`src/rtl/jk_excitation_sequencer_pkg.sv`:
```
// jk_seq_pkg: FSM state type and per-bit minimal-toggle JK excitation shared by the sequencer.
package jk_seq_pkg;
    typedef enum logic {INIT, RUN} seq_state_e;
    function automatic logic [1:0] jk_excite(input logic q, input logic n);
        return {~q & n, q & ~n};
    endfunction
endpackage

```
`src/rtl/jk_excitation_sequencer_if.sv`:
```
// jk_excitation_sequencer_if: control, load handshake, excitation and feedback signals of the sequencer.
interface jk_excitation_sequencer_if #(parameter int WIDTH = 4);
    logic en, up, load_valid, load_ready, wrap, load_err, fb_err;
    logic [WIDTH-1:0] load_value, j, k, state_q, fb_q;
    modport master (
        output en, up, load_valid, load_value, fb_q,
        input  load_ready, j, k, state_q, wrap, load_err, fb_err
    );
    modport slave (
        input  en, up, load_valid, load_value, fb_q,
        output load_ready, j, k, state_q, wrap, load_err, fb_err
    );
endinterface

```
`src/rtl/jk_excitation_sequencer_excite_bank.sv`:
```
// jk_excite_bank: combinational (q, next) -> (j, k) mapping for a WIDTH-bit JK bank.
module jk_excite_bank import jk_seq_pkg::*; #(parameter int WIDTH = 4) (
    input  logic [WIDTH-1:0] i_q,
    input  logic [WIDTH-1:0] i_next,
    output logic [WIDTH-1:0] o_j,
    output logic [WIDTH-1:0] o_k
);
    for (genvar i = 0; i < WIDTH; i++) begin : g_bit
        assign {o_j[i], o_k[i]} = jk_excite(i_q[i], i_next[i]);
    end
endmodule

```
`src/rtl/jk_excitation_sequencer.sv`:
```
// jk_excitation_sequencer: drives J/K of an external JK bank through a modulo-MOD up/down count; `JK_FB_CHECK_EN adds a feedback checker.
module jk_excitation_sequencer import jk_seq_pkg::*; #(
    parameter int WIDTH = 4,
    parameter int MOD   = 10
) (
    input logic clk,
    input logic rst_n,
    jk_excitation_sequencer_if.slave bus
);
    localparam logic [WIDTH-1:0] LP_MAX = WIDTH'(MOD - 1);
    seq_state_e       r_fsm;
    logic [WIDTH-1:0] r_state_q, w_next, w_j, w_k;
    logic             r_wrap, r_load_err, r_fb_err, r_fb_arm, r_load_ready;
    logic             w_run, w_load, w_in_range, w_step, w_wrap;
    assign w_run      = r_fsm == RUN;
    assign w_load     = w_run & bus.load_valid;
    assign w_in_range = {1'b0, bus.load_value} < (WIDTH+1)'(MOD);
    assign w_step     = w_run & ~w_load & bus.en;
    assign w_wrap     = w_step & (bus.up ? r_state_q == LP_MAX : r_state_q == '0);
    always_comb begin
        w_next = !w_run  ? '0 :
                 w_load  ? (w_in_range ? bus.load_value : '0) :
                 !w_step ? r_state_q :
                 bus.up  ? (r_state_q == LP_MAX ? '0 : r_state_q + WIDTH'(1)) :
                           (r_state_q == '0 ? LP_MAX : r_state_q - WIDTH'(1));
    end
    jk_excite_bank #(.WIDTH(WIDTH)) u_bank (
        .i_q    (r_state_q),
        .i_next (w_next),
        .o_j    (w_j),
        .o_k    (w_k)
    );
    // INIT drives K everywhere so the reset-less bank is cleared regardless of its power-up value
    assign bus.j          = w_run ? w_j : '0;
    assign bus.k          = w_run ? w_k : '1;
    assign bus.state_q    = r_state_q;
    assign bus.wrap       = r_wrap;
    assign bus.load_err   = r_load_err;
    assign bus.load_ready = r_load_ready;
    assign bus.fb_err     = r_fb_err;
    always_ff @(posedge clk or negedge rst_n) begin
        if (!rst_n) begin
            r_fsm        <= INIT;
            r_state_q    <= '0;
            r_wrap       <= 1'b0;
            r_load_err   <= 1'b0;
            r_load_ready <= 1'b0;
            r_fb_arm     <= 1'b0;
            r_fb_err     <= 1'b0;
        end else begin
            r_fsm        <= RUN;
            r_state_q    <= w_next;
            r_wrap       <= w_wrap;
            r_load_err   <= w_load & ~w_in_range;
            r_load_ready <= 1'b1;
            r_fb_arm     <= w_run;
`ifdef JK_FB_CHECK_EN
            r_fb_err     <= r_fb_err | (r_fb_arm & (bus.fb_q != r_state_q));
`else
            r_fb_err     <= 1'b0;
`endif
        end
    end
`ifndef JK_FB_CHECK_EN
    logic w_unused_fb;
    assign w_unused_fb = ^{bus.fb_q, r_fb_arm};
`endif
endmodule

```
`src/flat_wrapper.sv`:
```
// flat-port wrapper written by rule: the top's interface ports become plain ports
module jk_excitation_sequencer_flat import jk_seq_pkg::*;
#(
    parameter int WIDTH = 4,
    parameter int MOD   = 10
)
  (clk, rst_n, bus_en, bus_up, bus_load_valid, bus_load_value, bus_fb_q, bus_load_ready, bus_j, bus_k, bus_state_q, bus_wrap, bus_load_err, bus_fb_err);
  jk_excitation_sequencer_if #(.WIDTH(WIDTH)) bus_i ();
  input logic clk;
  input logic rst_n;
  input wire logic [$bits(bus_i.en)-1:0] bus_en;
  input wire logic [$bits(bus_i.up)-1:0] bus_up;
  input wire logic [$bits(bus_i.load_valid)-1:0] bus_load_valid;
  input wire logic [$bits(bus_i.load_value)-1:0] bus_load_value;
  input wire logic [$bits(bus_i.fb_q)-1:0] bus_fb_q;
  output wire logic [$bits(bus_i.load_ready)-1:0] bus_load_ready;
  output wire logic [$bits(bus_i.j)-1:0] bus_j;
  output wire logic [$bits(bus_i.k)-1:0] bus_k;
  output wire logic [$bits(bus_i.state_q)-1:0] bus_state_q;
  output wire logic [$bits(bus_i.wrap)-1:0] bus_wrap;
  output wire logic [$bits(bus_i.load_err)-1:0] bus_load_err;
  output wire logic [$bits(bus_i.fb_err)-1:0] bus_fb_err;
  assign bus_i.en = bus_en;
  assign bus_i.up = bus_up;
  assign bus_i.load_valid = bus_load_valid;
  assign bus_i.load_value = bus_load_value;
  assign bus_i.fb_q = bus_fb_q;
  assign bus_load_ready = bus_i.load_ready;
  assign bus_j = bus_i.j;
  assign bus_k = bus_i.k;
  assign bus_state_q = bus_i.state_q;
  assign bus_wrap = bus_i.wrap;
  assign bus_load_err = bus_i.load_err;
  assign bus_fb_err = bus_i.fb_err;
  jk_excitation_sequencer #(.WIDTH(WIDTH), .MOD(MOD)) u_core (.clk(clk), .rst_n(rst_n), .bus(bus_i));
endmodule
```
`config.mk`:
```
export PLATFORM = sky130hd
export DESIGN_NAME = jk_excitation_sequencer_flat
export DESIGN_NICKNAME = d
export VERILOG_FILES = /design/src/rtl/jk_excitation_sequencer_pkg.sv /design/src/rtl/jk_excitation_sequencer_if.sv /design/src/rtl/jk_excitation_sequencer_excite_bank.sv /design/src/rtl/jk_excitation_sequencer.sv /design/src/flat_wrapper.sv
export SDC_FILE = /design/constraint.sdc
export NUM_CORES = 1
export LEC_CHECK = 0
export CAP_MARGIN = 25
export CORE_MARGIN = 2
export CORE_UTILIZATION = 43
export CTS_CLUSTER_DIAMETER = 80
export CTS_CLUSTER_SIZE = 12
export DETAILED_ROUTE_END_ITERATION = 6
export PLACE_DENSITY = 0.82
export RECOVER_POWER = 100
export SLEW_MARGIN = 0
export SYNTH_ARGS = -nofsm -noshare
export SYNTH_HDL_FRONTEND = slang
export SYNTH_HIERARCHICAL = 1
export SYNTH_SLANG_ARGS = --single-unit
```
`constraint.sdc`:
```
create_clock -name clk -period 5.5 [get_ports clk]
set_clock_uncertainty 0.2 [all_clocks]
set_input_delay 1.65 -clock clk [delete_from_list [all_inputs] [get_ports clk]]
set_output_delay 1.65 -clock clk [all_outputs]
set_load 0.02 [all_outputs]
```
==> flow_metrics.py <==
metrics = {
    "sta": {
        "min_period_ps": 5510,
        "drv_slew": 0,
        "post-route-period-util_pct": 100,
        "worst_slack_ps": -7.40,
        "setup_tns_ps": -7.40,
        "hold_viol_final": 0,
        "setup_viol": 1,
        "fmax_ghz": 0.182,
    },
    "routing": {
        "ant_nets": 0,
        "drt_iter0_drc": 34,
        "drcViolationCount": 0,
        "via_count": 718,
        "vias_per_cell": 5.61,
        "routed_wl_um": 1820,
        "wire_per_inst_um": 14.2,
        "drtPass1Iterations": 4,
    },
    "synth": {
        "yosys.area.top_type": "dfrtp_1",
        "synth_seq_area_share_pct": 27.2,
        "synth-seq-cells": 7,
        "synth_top_area_share_pct": 27.2,
        "synth.area.top_cells": "dfrtp_1 (27%), nor2b_1 (11%), ha_1 (5.8%)",
        "synth_area_um2": 643,
        "yosys_warnings": 6,
        "post_synth.cell_area_avg_um2": 7.75,
        "synth_nets": 99,
        "synth.distinct_cells": 31,
        "syn-instance-count": 83,
    },
    "layout": {
        "instances_no_fill": 128,
        "n_antenna_cell": 0,
        "drive_gt1_share_pct": 13.3,
        "syn_to_final_growth_pct": 52.3,
        "nets": 130,
    },
    "cts": {
        "cts_tree": "built",
        "clk_pin_slew_ps": 60,
        "root_buffer": "clkbuf_4",
        "clk_latency_ps": 270,
        "ctsHoldBuffers": 0,
        "numCtsBuffers": 3,
        "htree_levels": 1,
        "cts_buffer_depth": 2,
        "cts_sinks": 7,
    },
    "floorplan": {
        "rows": 13,
        "io_pins": 29,
        "start_util_pct": 47.6,
        "fp.dieH_um": 42.7,
        "fp.dieW_um": 42.7,
        "die-area_mm2": 0.00182,
        "core_mm2": 0.00135,
    },
    "place": {
        "dp_hpwl_um": 1190,
        "gp_congestion": 0.848,
        "io_buffers": 23,
        "dpl.cell_count": 123,
    },
    "critical_path": {
        "path_delay_family": "buffers and inverters",
        "critical-path-slowest-cell": "clkdlybuf4s50_1",
        "cp.required_ps": 3650,
        "startpoint_type": "input port",
        "crit_fanout": 3,
        "critPathCaptureType": "output port",
        "slowest_delay_ps": 610,
        "cp_num_buf_inv": 3,
        "crit_chain": "clkdlybuf4s50_1 > nor2b_1 > buf_4 > a31oi_1 > o31ai_4 > nor2b_1 > nand2b_1 > clkdlybuf4s50_1",
        "cp.arrival_ps": 3660,
        "crit_type": "input port to output port",
    },
    "power": {
        "p_leak_uw": 0.000488,
        "ir_worst_vdd_uv": 122,
        "power.density_mw_per_mm2": 180,
    },
    "grt": {
        "grt_max_degree": 15,
        "grt_pass1_vias": 645,
        "grt_overflow": 0,
        "grt_usage_pct": 19.5,
        "antenna_found_initial": 0,
        "grt_pass1_wl_um": 2690,
    },
    "run_status": {
        "violations": "setup timing",
        "outcome": "finished with violations",
    },
    "job": {
        "maxCapViolations": 0,
    },
    "worst_hold_path": {
        "hp-class": "flip-flop to flip-flop",
    },
}
## report_power, final
part	switching (uW)	internal, uW
logic	32.5	32.1
clock network	22.2	27.9
registers	7.23	54.2
## flip-flops by register name, indices dropped and copies added, names as in the netlist
name                 flops
u_core/bus.state_q       4
u_core/bus.load_err      1
u_core/bus.wrap          1
u_core/r_fsm             1
## timing repair
item	CTS	global route
setup buffers	0	1
pin swaps	0	1
setup endpoints to repair	2	7
resized for setup	2	8
## synthesized netlist by cell type
library cell / n
a31oi_1: 3
xnor2_1: 1
nand4_1: 1
o21ai_0: 5
o21ai_1: 2
o211ai_1: 1
nand3_1: 3
nand2b_4: 1
conb_1: 2
a211oi_1: 1
nand3b_1: 1
nand2_1: 5
o2111ai_1: 1
a21oi_1: 1
nor2_1: 5
clkbuf_2: 1
nor3_1: 3
clkbuf_1: 1
inv_1: 7
buf_4: 1
and2_1: 4
nor2b_1: 11
o221ai_2: 1
nand2b_1: 5
dfrtp_1: 7
ha_1: 3
o31ai_1: 1
a32o_1: 2
buf_6: 1
a41oi_1: 1
or3_1: 1
## worst paths after layout
path,startpoint,end,slack [ps],cells past startpoint
min in group asynchronous,rst_n,u_core/bus.state_q[2],1520,1
worst max-delay path,bus_load_valid,bus_k[3],-7,8
worst min-delay path,u_core/bus.state_q[2],u_core/bus.wrap,530,1
worst min register to register,u_core/bus.state_q[2],u_core/bus.wrap,530,1
worst max register to register,u_core/bus.state_q[0],u_core/bus.state_q[0],3470,7
max in group asynchronous,rst_n,u_core/bus.state_q[0],3320,1
## layer usage
metal | vias to the layer above | part of all wire, % | GRT usage (%)
li1 | 346 | - | -
met1 | 336 | 42 | 22.9
met2 | 32 | 52 | 32.1
met3 | 4 | 5.7 | 5.96
met5 | - | 0 | 0
met4 | 0 | 0.77 | 8.75
## metrics by stage
step	instance area, um^2	worst slack (ps)	power, uW	hold slack [ps]	utilization, %
6_report	980	-7.40	176	531	72.6
3_5_place_dp	910	-11.1	123	506	67.4
5_1_grt	980	-82.2	185	590	72.6
3_3_place_gp	910	29.4	122	505	67.4
2_1_floorplan	643	1020	95.4	456	-
4_1_cts	948	14.1	175	518	70.3
## cell families after synthesis
group / Yosys count / synth area share (%)
and+or+nand+nor: 40 / 35.2
other: 2 / 1.17
buffers and inverters: 11 / 8.37
AOI/OAI and AO/OA: 19 / 20.8
xor gates and xnor gates: 1 / 1.36
adders and majority gates: 3 / 5.84
DFF: 7 / 27.2
## placed cells by master (no fill, tap or decap), types with 2 or more instances in the layout
| cell type | count |
|---|---|
| a31oi_1 | 3 |
| nand2_1 | 5 |
| dlymetal6s2s_1 | 6 |
| inv_1 | 6 |
| nor3_1 | 3 |
| nor2b_1 | 11 |
| o21ai_0 | 5 |
| nand2b_1 | 5 |
| clkdlybuf4s50_1 | 16 |
| ha_1 | 3 |
| nor2_1 | 5 |
| dfrtp_1 | 7 |
| clkbuf_4 | 3 |
| a32o_1 | 2 |
| buf_4 | 7 |
| o21ai_1 | 2 |
| conb_1 | 2 |
| and2_1 | 4 |
| nand3_1 | 3 |
## cell type report
type,instances,area [um^2]
Multi-Input combinational cell,65,435
Fill cell,103,370
Timing Repair Buffer,30,298
Sequential cell,7,175
Clock buffer,4,26.3
Inverter,7,26.3
Tap cell,15,18.8
Note: power is estimated with default switching activity, not from simulation.
